$ cat src/rtl/tracker_sequencer.sv
`default_nettype none
// ============================================================================
// Module   : tracker_sequencer
// Function : Pattern player that steps a 16-bit note-row memory at a
//            programmable row rate and drives the tracker's note/speed inputs.
// Revision : 1.0 - initial release
// ============================================================================
module tracker_sequencer #(
  parameter int ADDR_W   = 4,
  parameter int TICK_DIV = 8
) (
  input  logic              clk,
  input  logic              rst,
  input  logic              tick_en,
  input  logic              start,
  input  logic              stop,
  input  logic              loop_en,
  input  logic [3:0]        init_speed,
  input  logic              wr_en,
  input  logic [ADDR_W-1:0] wr_addr,
  input  logic [15:0]       wr_data,
  output logic [15:0]       note,
  output logic [3:0]        speed,
  output logic [ADDR_W-1:0] row,
  output logic              playing,
  output logic              row_strobe,
  output logic              loop_done
);

  localparam int DEPTH = 2**ADDR_W;
  localparam int CNT_W = $clog2(16*TICK_DIV);

  localparam logic [1:0] EFF_SPEED = 2'd1;
  localparam logic [1:0] EFF_JUMP  = 2'd2;
  localparam logic [1:0] EFF_END   = 2'd3;

  typedef enum logic [1:0] {
    S_IDLE  = 2'd0,
    S_FETCH = 2'd1,
    S_LATCH = 2'd2,
    S_PLAY  = 2'd3
  } state_t;

  state_t            state_q, state_d;
  logic [ADDR_W-1:0] row_q, row_d;
  logic [15:0]       note_q, note_d;
  logic [3:0]        speed_q, speed_d;
  logic [CNT_W-1:0]  cnt_q, cnt_d;
  logic [1:0]        eff_q, eff_d;
  logic [2:0]        arg_q, arg_d;
  logic              row_strobe_q, row_strobe_d;
  logic              loop_done_q, loop_done_d;

  logic [15:0]       mem [DEPTH];
  logic [15:0]       rd_data_q;
  logic [CNT_W-1:0]  row_last;

  // Pattern memory: write port is free-running; read is registered so a
  // same-cycle write to the fetched row returns the old word.
  always_ff @(posedge clk) begin
    if (wr_en) mem[wr_addr] <= wr_data;
  end

  always_ff @(posedge clk) begin
    if (state_q == S_FETCH) rd_data_q <= mem[row_q];
  end

  assign row_last = CNT_W'((32'(speed_q) + 32'd1) * TICK_DIV - 1);

  always_comb begin
    state_d      = state_q;
    row_d        = row_q;
    note_d       = note_q;
    speed_d      = speed_q;
    cnt_d        = cnt_q;
    eff_d        = eff_q;
    arg_d        = arg_q;
    row_strobe_d = 1'b0;
    loop_done_d  = 1'b0;

    case (state_q)
      S_IDLE: begin
        note_d = '0;
        row_d  = '0;
        if (start) begin
          speed_d = init_speed;
          state_d = S_FETCH;
        end
      end
      S_FETCH: state_d = S_LATCH;
      S_LATCH: begin
        note_d       = {rd_data_q[15:2], 2'b00};
        eff_d        = rd_data_q[1:0];
        arg_d        = rd_data_q[4:2];
        if (rd_data_q[1:0] == EFF_SPEED) speed_d = {1'b0, rd_data_q[4:2]};
        cnt_d        = '0;
        row_strobe_d = 1'b1;
        state_d      = S_PLAY;
      end
      S_PLAY: begin
        if (tick_en) begin
          if (cnt_q == row_last) begin
            state_d = S_FETCH;
            if (eff_q == EFF_JUMP) begin
              row_d = ADDR_W'(arg_q);
            end else if (eff_q == EFF_END) begin
              loop_done_d = 1'b1;
              row_d       = '0;
              if (!loop_en) begin
                state_d = S_IDLE;
                note_d  = '0;
              end
            end else if (row_q == {ADDR_W{1'b1}}) begin
              row_d       = '0;
              loop_done_d = 1'b1;
            end else begin
              row_d = row_q + ADDR_W'(1);
            end
          end else begin
            cnt_d = cnt_q + CNT_W'(1);
          end
        end
      end
      default: state_d = S_IDLE;
    endcase

    // Abort overrides every transition above, including a pending start.
    if (stop) begin
      state_d      = S_IDLE;
      note_d       = '0;
      speed_d      = '0;
      row_d        = '0;
      cnt_d        = '0;
      row_strobe_d = 1'b0;
      loop_done_d  = 1'b0;
    end
  end

  always_ff @(posedge clk) begin
    if (rst) begin
      state_q      <= S_IDLE;
      row_q        <= '0;
      note_q       <= '0;
      speed_q      <= '0;
      cnt_q        <= '0;
      eff_q        <= '0;
      arg_q        <= '0;
      row_strobe_q <= 1'b0;
      loop_done_q  <= 1'b0;
    end else begin
      state_q      <= state_d;
      row_q        <= row_d;
      note_q       <= note_d;
      speed_q      <= speed_d;
      cnt_q        <= cnt_d;
      eff_q        <= eff_d;
      arg_q        <= arg_d;
      row_strobe_q <= row_strobe_d;
      loop_done_q  <= loop_done_d;
    end
  end

  assign note       = note_q;
  assign speed      = speed_q;
  assign row        = row_q;
  assign playing    = (state_q != S_IDLE);
  assign row_strobe = row_strobe_q;
  assign loop_done  = loop_done_q;

endmodule
`default_nettype wire

$ cat config.mk
export PLATFORM = sky130hd
export DESIGN_NAME = tracker_sequencer
export DESIGN_NICKNAME = d
export VERILOG_FILES = /design/src/rtl/tracker_sequencer.sv
export SDC_FILE = /design/constraint.sdc
export NUM_CORES = 1
export LEC_CHECK = 0
export ABC_AREA = 0
export CAP_MARGIN = 10
export CORE_ASPECT_RATIO = 0.7
export CORE_MARGIN = 1.5
export CORE_UTILIZATION = 50
export CTS_CLUSTER_DIAMETER = 150
export CTS_CLUSTER_SIZE = 8
export DETAILED_ROUTE_END_ITERATION = 8
export GPL_TIMING_DRIVEN = 0
export PLACE_DENSITY = 0.65
export SYNTH_ARGS = -nofsm -noshare
export SYNTH_HDL_FRONTEND = slang
export SYNTH_SLANG_ARGS = --single-unit
export TNS_END_PERCENT = 5
$ cat constraint.sdc
create_clock -name clk -period 3.3 [get_ports clk]
set_input_delay 0.99 -clock clk [delete_from_list [all_inputs] [get_ports clk]]
set_output_delay 0.99 -clock clk [all_outputs]
set_load 0.02 [all_outputs]
== Yosys cells after proc, flatten, opt, wreduce, memory -nomap -nowiden ==
Memories as Yosys holds them, arrays and structs flattened. A register that Yosys moved wholly into a read port is not among the register bits.
Cells that the tools add are included.

* Latch bits: 0
* Logic and storage cells: 76
* Bits in writable memories: 256
* Memories kept: 1
* Bits of input ports: 31
* Output and inout port bits: 27
* Register bits: 40
* Bits in read-only memories: 0

{| class="wikitable"
|+ Memory list
! name !! depth !! width !! read ports !! clocked after memory_dff !! write ports !! line !! RTL
|-
| mem || 16 || 16 || 1 || 1 || 1 || 54 || <nowiki>logic [15:0] mem [DEPTH];</nowiki>
|}

* Multiplexer cells: 30
* Bitwise operators: 3
* Add/subtract/negate cells: 4
* Divide/modulo/power cells: 0
* Order comparisons: 0
* Eq/ne operators: 16
* Multiply operators: 0
* Reductions and logical operators: 13
* Shift operators: 0

{| class="wikitable"
|+ Operators with widths
! cell !! number
|-
| 16-bit 2-to-1 mux || 5
|-
| 16-bit case mux with 3 select lines || 1
|-
| 4-bit 2-to-1 mux || 7
|-
| 2-bit inequality test, second input constant || 8
|-
| 4-bit case mux with 2 select lines || 2
|-
| 7-bit 2-to-1 mux || 2
|-
| 7-bit case mux with 2 select lines || 1
|-
| 3-bit AND reduction || 4
|-
| 4-bit by 1-bit adder with 4-bit output, second input constant || 2
|-
| 2-bit == test, second input constant || 4
|-
| 1-bit 2-to-1 mux || 8
|-
| 2-bit case mux with 4 select lines || 1
|-
| 2-bit nonzero test || 4
|-
| 7-bit by 1-bit adder with 7-bit output, second input constant || 1
|-
| 7-bit == test || 1
|-
| 7-bit by 1-bit subtractor with 7-bit output, second input constant || 1
|-
| 2-bit 2-to-1 mux || 3
|-
| 6-bit AND reduction || 1
|-
| 6-bit OR reduction || 1
|-
| 2-bit by 1-bit == test with 1-bit output, second input constant || 2
|-
| 4-bit == test, second input constant || 1
|-
| 1-bit NOT || 3
|-
| 3-bit nonzero test || 1
|-
| 2-bit zero test || 1
|-
| 2-bit OR reduction || 1
|}

== Depth between registers and ports, before layout ==
* Depth after elaboration: 7
* Gate-level depth with buffers: 7
* Mapped depth without buffers: 7

== Worst setup path after synthesis ==
Ideal clock, no wire load.

* Path kind: input to register
* Start: input wr_addr[2]
* End: memory mem[0][0] (enable)
* Required time: 2891 ps
* Data arrival time: 2636 ps
* Cell stages on the path: 2
* Slack: 255 ps
* Path buffers: 0
* Setup time: 409 ps
* Cells stage by stage: or3b_2 -> nor3_1

{| class="wikitable"
|+ RTL lines
! element !! line !! RTL
|-
| start, declared || 20 || <nowiki>input logic [ADDR_W-1:0] wr_addr,</nowiki>
|-
| end, declared || 54 ||
|}

Straight into the memory's write port.

== Worst setup path after layout ==
* Start: register state_q[0]
* End: output playing

* Longest elaborated chain between the ends: 1

{| class="wikitable"
|+ Ends and longest elaborated chain
! element !! line !! RTL
|-
| start, declared || 44 || <nowiki>state_t state_q, state_d;</nowiki>
|-
| start signal, assigned || 151 || <nowiki>state_q <= state_d;</nowiki>
|-
| 2-bit nonzero test || 166 || <nowiki>assign playing = (state_q != S_IDLE);</nowiki>
|-
| end, declared || 25 || <nowiki>output logic playing,</nowiki>
|}

No other way between the ends.

==> flow_summary.toml <==
[timing]
holdWs_ns = 0.469
setup_viol = 0
hold_viol_final = 0
worst_pin_slew_ns = 0.917
slew-limit-headroom_pct = 38.8
finalClockSkew_ns = 0.00977
slew_viol_final = 0
period_share_pct = 92.2
rsz0062_at_grt = "no"
max_freq_mhz = 329
final_period_minus_worst_setup_slack_ns = 3.04

[place]
hpwl_um = 17300
port-buffer-count = 55
post-place-cells = 1015
gp_routability_congestion = 0.856

[cts]
cts.sinks = 310
cts_root_buf = "clkbuf_16"
postCtsHoldBufs = 0
clk-insertion-delay-late_ns = 0.52
h-tree-depth = 2
cts_resized = 0
tritoncts = "done"
cts_setup_buffers = 0
clockBufferDepth = 3
path_clk_slew_ns = 0.05
numCtsBuffers = 44

[synthesis]
ys_seq_area_share_pct = 72.8
synth_top_area_share_pct = 66.6
syn-cell-area_um2 = 12300
synthCells = 622
avgSynthCellArea_um2 = 19.7
synth_warnings = 0
synth-seq-cells = 310
ys_types = 48
yosysTopAreaCell = "edfxtp_1"
async_flop_share_pct = 0
synth_area_leaders = "edfxtp_1 (67%), mux4_2 (15%), dfxtp_1 (6.2%)"
synthFlopType = "edfxtp_1"
yosysMostFrequentCell = "edfxtp_1"
synthTopCellsByCount = "edfxtp_1 (272), mux4_2 (80), dfxtp_1 (38), nand2_1 (31), nor2_1 (24)"
synth_edf_count = 272

[route]
first_pass_iters = 7
route.detailed.drc = 0
first_iter_violations = 609
via_per_inst = 5.94
drt_wl_total_um = 26500
wire_per_inst_um = 24.6
antenna_left = 0
via_count = 6391

[critical_path]
critPathRequiredTime_ns = 2.31
slowest_stage = "clkdlybuf4s50_1"
reg2reg_to = "rd_data_q[9]"
worstPathMaxFanout = 6
cp-end-kind = "output pin"
worstSetupPathType = "reg2out"
cp.arrival_ns = 2.05
reg2reg_depth = 4
start_kind = "register"
timing.rr.start = "row[1]"
slowest_delay_ns = 0.59
path_common_cell = "inv_1"
cp_cell_sequence = "inv_1 -> ha_1 -> inv_1 -> clkdlybuf4s50_1"
rrSetupSlack_ns = 0.29

[min_path]
min_from = "note[7]"
hold_path.class = "reg2reg"
whs_endpoint = "note[7]"
min_path_cells = 1

[pwr]
p_per_area_nw_per_um2 = 581
vdd_drop_max_mv = 0.481
finalPower_mw = 8.55
leakagePower_nw = 4.60

[die]
coreArea_um2 = 23900
initial_core_util_pct = 51.4
die_x_um = 190
dieArea_um2 = 25500
dieHeight_um = 134
rows = 47
ios = 58

[finish]
layout.cells.non_filler = 1076
seq_area_um2 = 8930
nFillCells = 1722
final_nets = 782
area_growth_pct = 19.9
drive_gt1_share_pct = 25.3
utilization_pct = 61.6
n_antenna_cell = 0
multi_input_area_um2 = 3220

[global_route]
grt_first_pass_wirelength_um = 39500
track_usage_pct = 21.7
grt_overflow = 0
grt_pass1_vias = 6429
antenna_found_initial = 1
grt_max_degree = 17

[outcome]
outcome = "finished, final reports clean"

[job]
drv_cap = 0
-- flip-flops by register name, indices dropped and copies added, names as in the netlist --
register / flops
arg_q: 3
rd_data_q: 16
eff_q: 2
mem: 256
state_q: 2
speed: 4
row: 4
cnt_q: 7
loop_done: 1
row_strobe: 1
note: 14
-- placed cells by master, fill, tap and decap left out, types with 9 or more instances in the layout --
master,count
nand3_1,20
nor2_1,12
nor2_2,12
buf_8,12
clkbuf_1,27
edfxtp_1,272
clkdlybuf4s50_1,55
a21oi_1,9
nand2b_1,17
clkbuf_16,44
nand2_1,31
mux2i_1,14
o2bb2ai_2,10
dfxtp_1,38
mux4_2,80
-- worst max-delay path by stage --
| stage | end | slack (ns) | cells past startpoint | start |
|---|---|---|---|---|
| finish | playing | 0.26 | 4 | state_q[0] |
| global placement | mem[0][15] | -1.50 | 3 | wr_en |
| global route | rd_data_q[6] | 0.12 | 4 | row[1] |
| detailed placement | mem[0][15] | 0.14 | 4 | wr_en |
| floorplan | mem[0][0] | 0.25 | 2 | wr_addr[2] |
| CTS | rd_data_q[9] | 0.23 | 4 | row[1] |
-- per-stage QoR --
| stage | setup TNS [ns] | area [um^2] | setup WS [ns] |
|---|---|---|---|
| finish | 0 | 14700 | 0.257 |
| global route | 0 | 14700 | 0.123 |
| CTS | 0 | 14700 | 0.228 |
| detailed placement | 0 | 13500 | 0.142 |
| global placement | -158.41 | 13200 | -1.50 |
| floorplan | 0 | 12300 | 0.255 |
-- layout make-up --
class                      instances  share of cell area, %
buffer                            32                   1.08
clock inverter                     3                  0.196
tap                              318                   2.70
clock buffer                      58                   7.84
sequential                       310                   60.7
inverter                           6                  0.153
timing repair buffer              74                   5.48
multi-input combinational        275                   21.9
-- report_power, final --
part	internal (mW)	total, mW	switching (mW)
sequential	4.35	4.38	0.0240
clock	2.40	3.91	1.51
combinational	0.102	0.258	0.156
total	6.85	8.55	1.69
-- worst max-delay path, delay by kind of cell, from the launching register on --
family	cells	cell delay, ns
adders and majority gates	1	0.29
DFF	1	0.44
buffers and inverters	3	0.81
-- layer usage --
metal  share of wire [%]  global-route usage [%]  up-vias
met5                   0                       0        -
li1                    -                       -     2775
met4                 2.2                    6.47        0
met3                 9.1                    5.10       50
met1                  44                    32.3     3251
met2                  44                    32.5      315
-- logic make-up (layout without fill, tap and decap cells) --
family                     count (synthesis)  in the layout  synth area share, %
other                                      1              2               0.0306
xor gates and xnor gates                  10             10                0.958
adders and majority gates                  8              8                0.816
AOI/OAI and AO/OA                         47             47                 3.45
muxes                                     94             94                 15.8
buffers and inverters                     38            173                 1.48
and+or+nand+nor                          114            114                 4.69
DFF                                      310            310                 72.8
No activity file was read; power rests on OpenSTA's default activity.
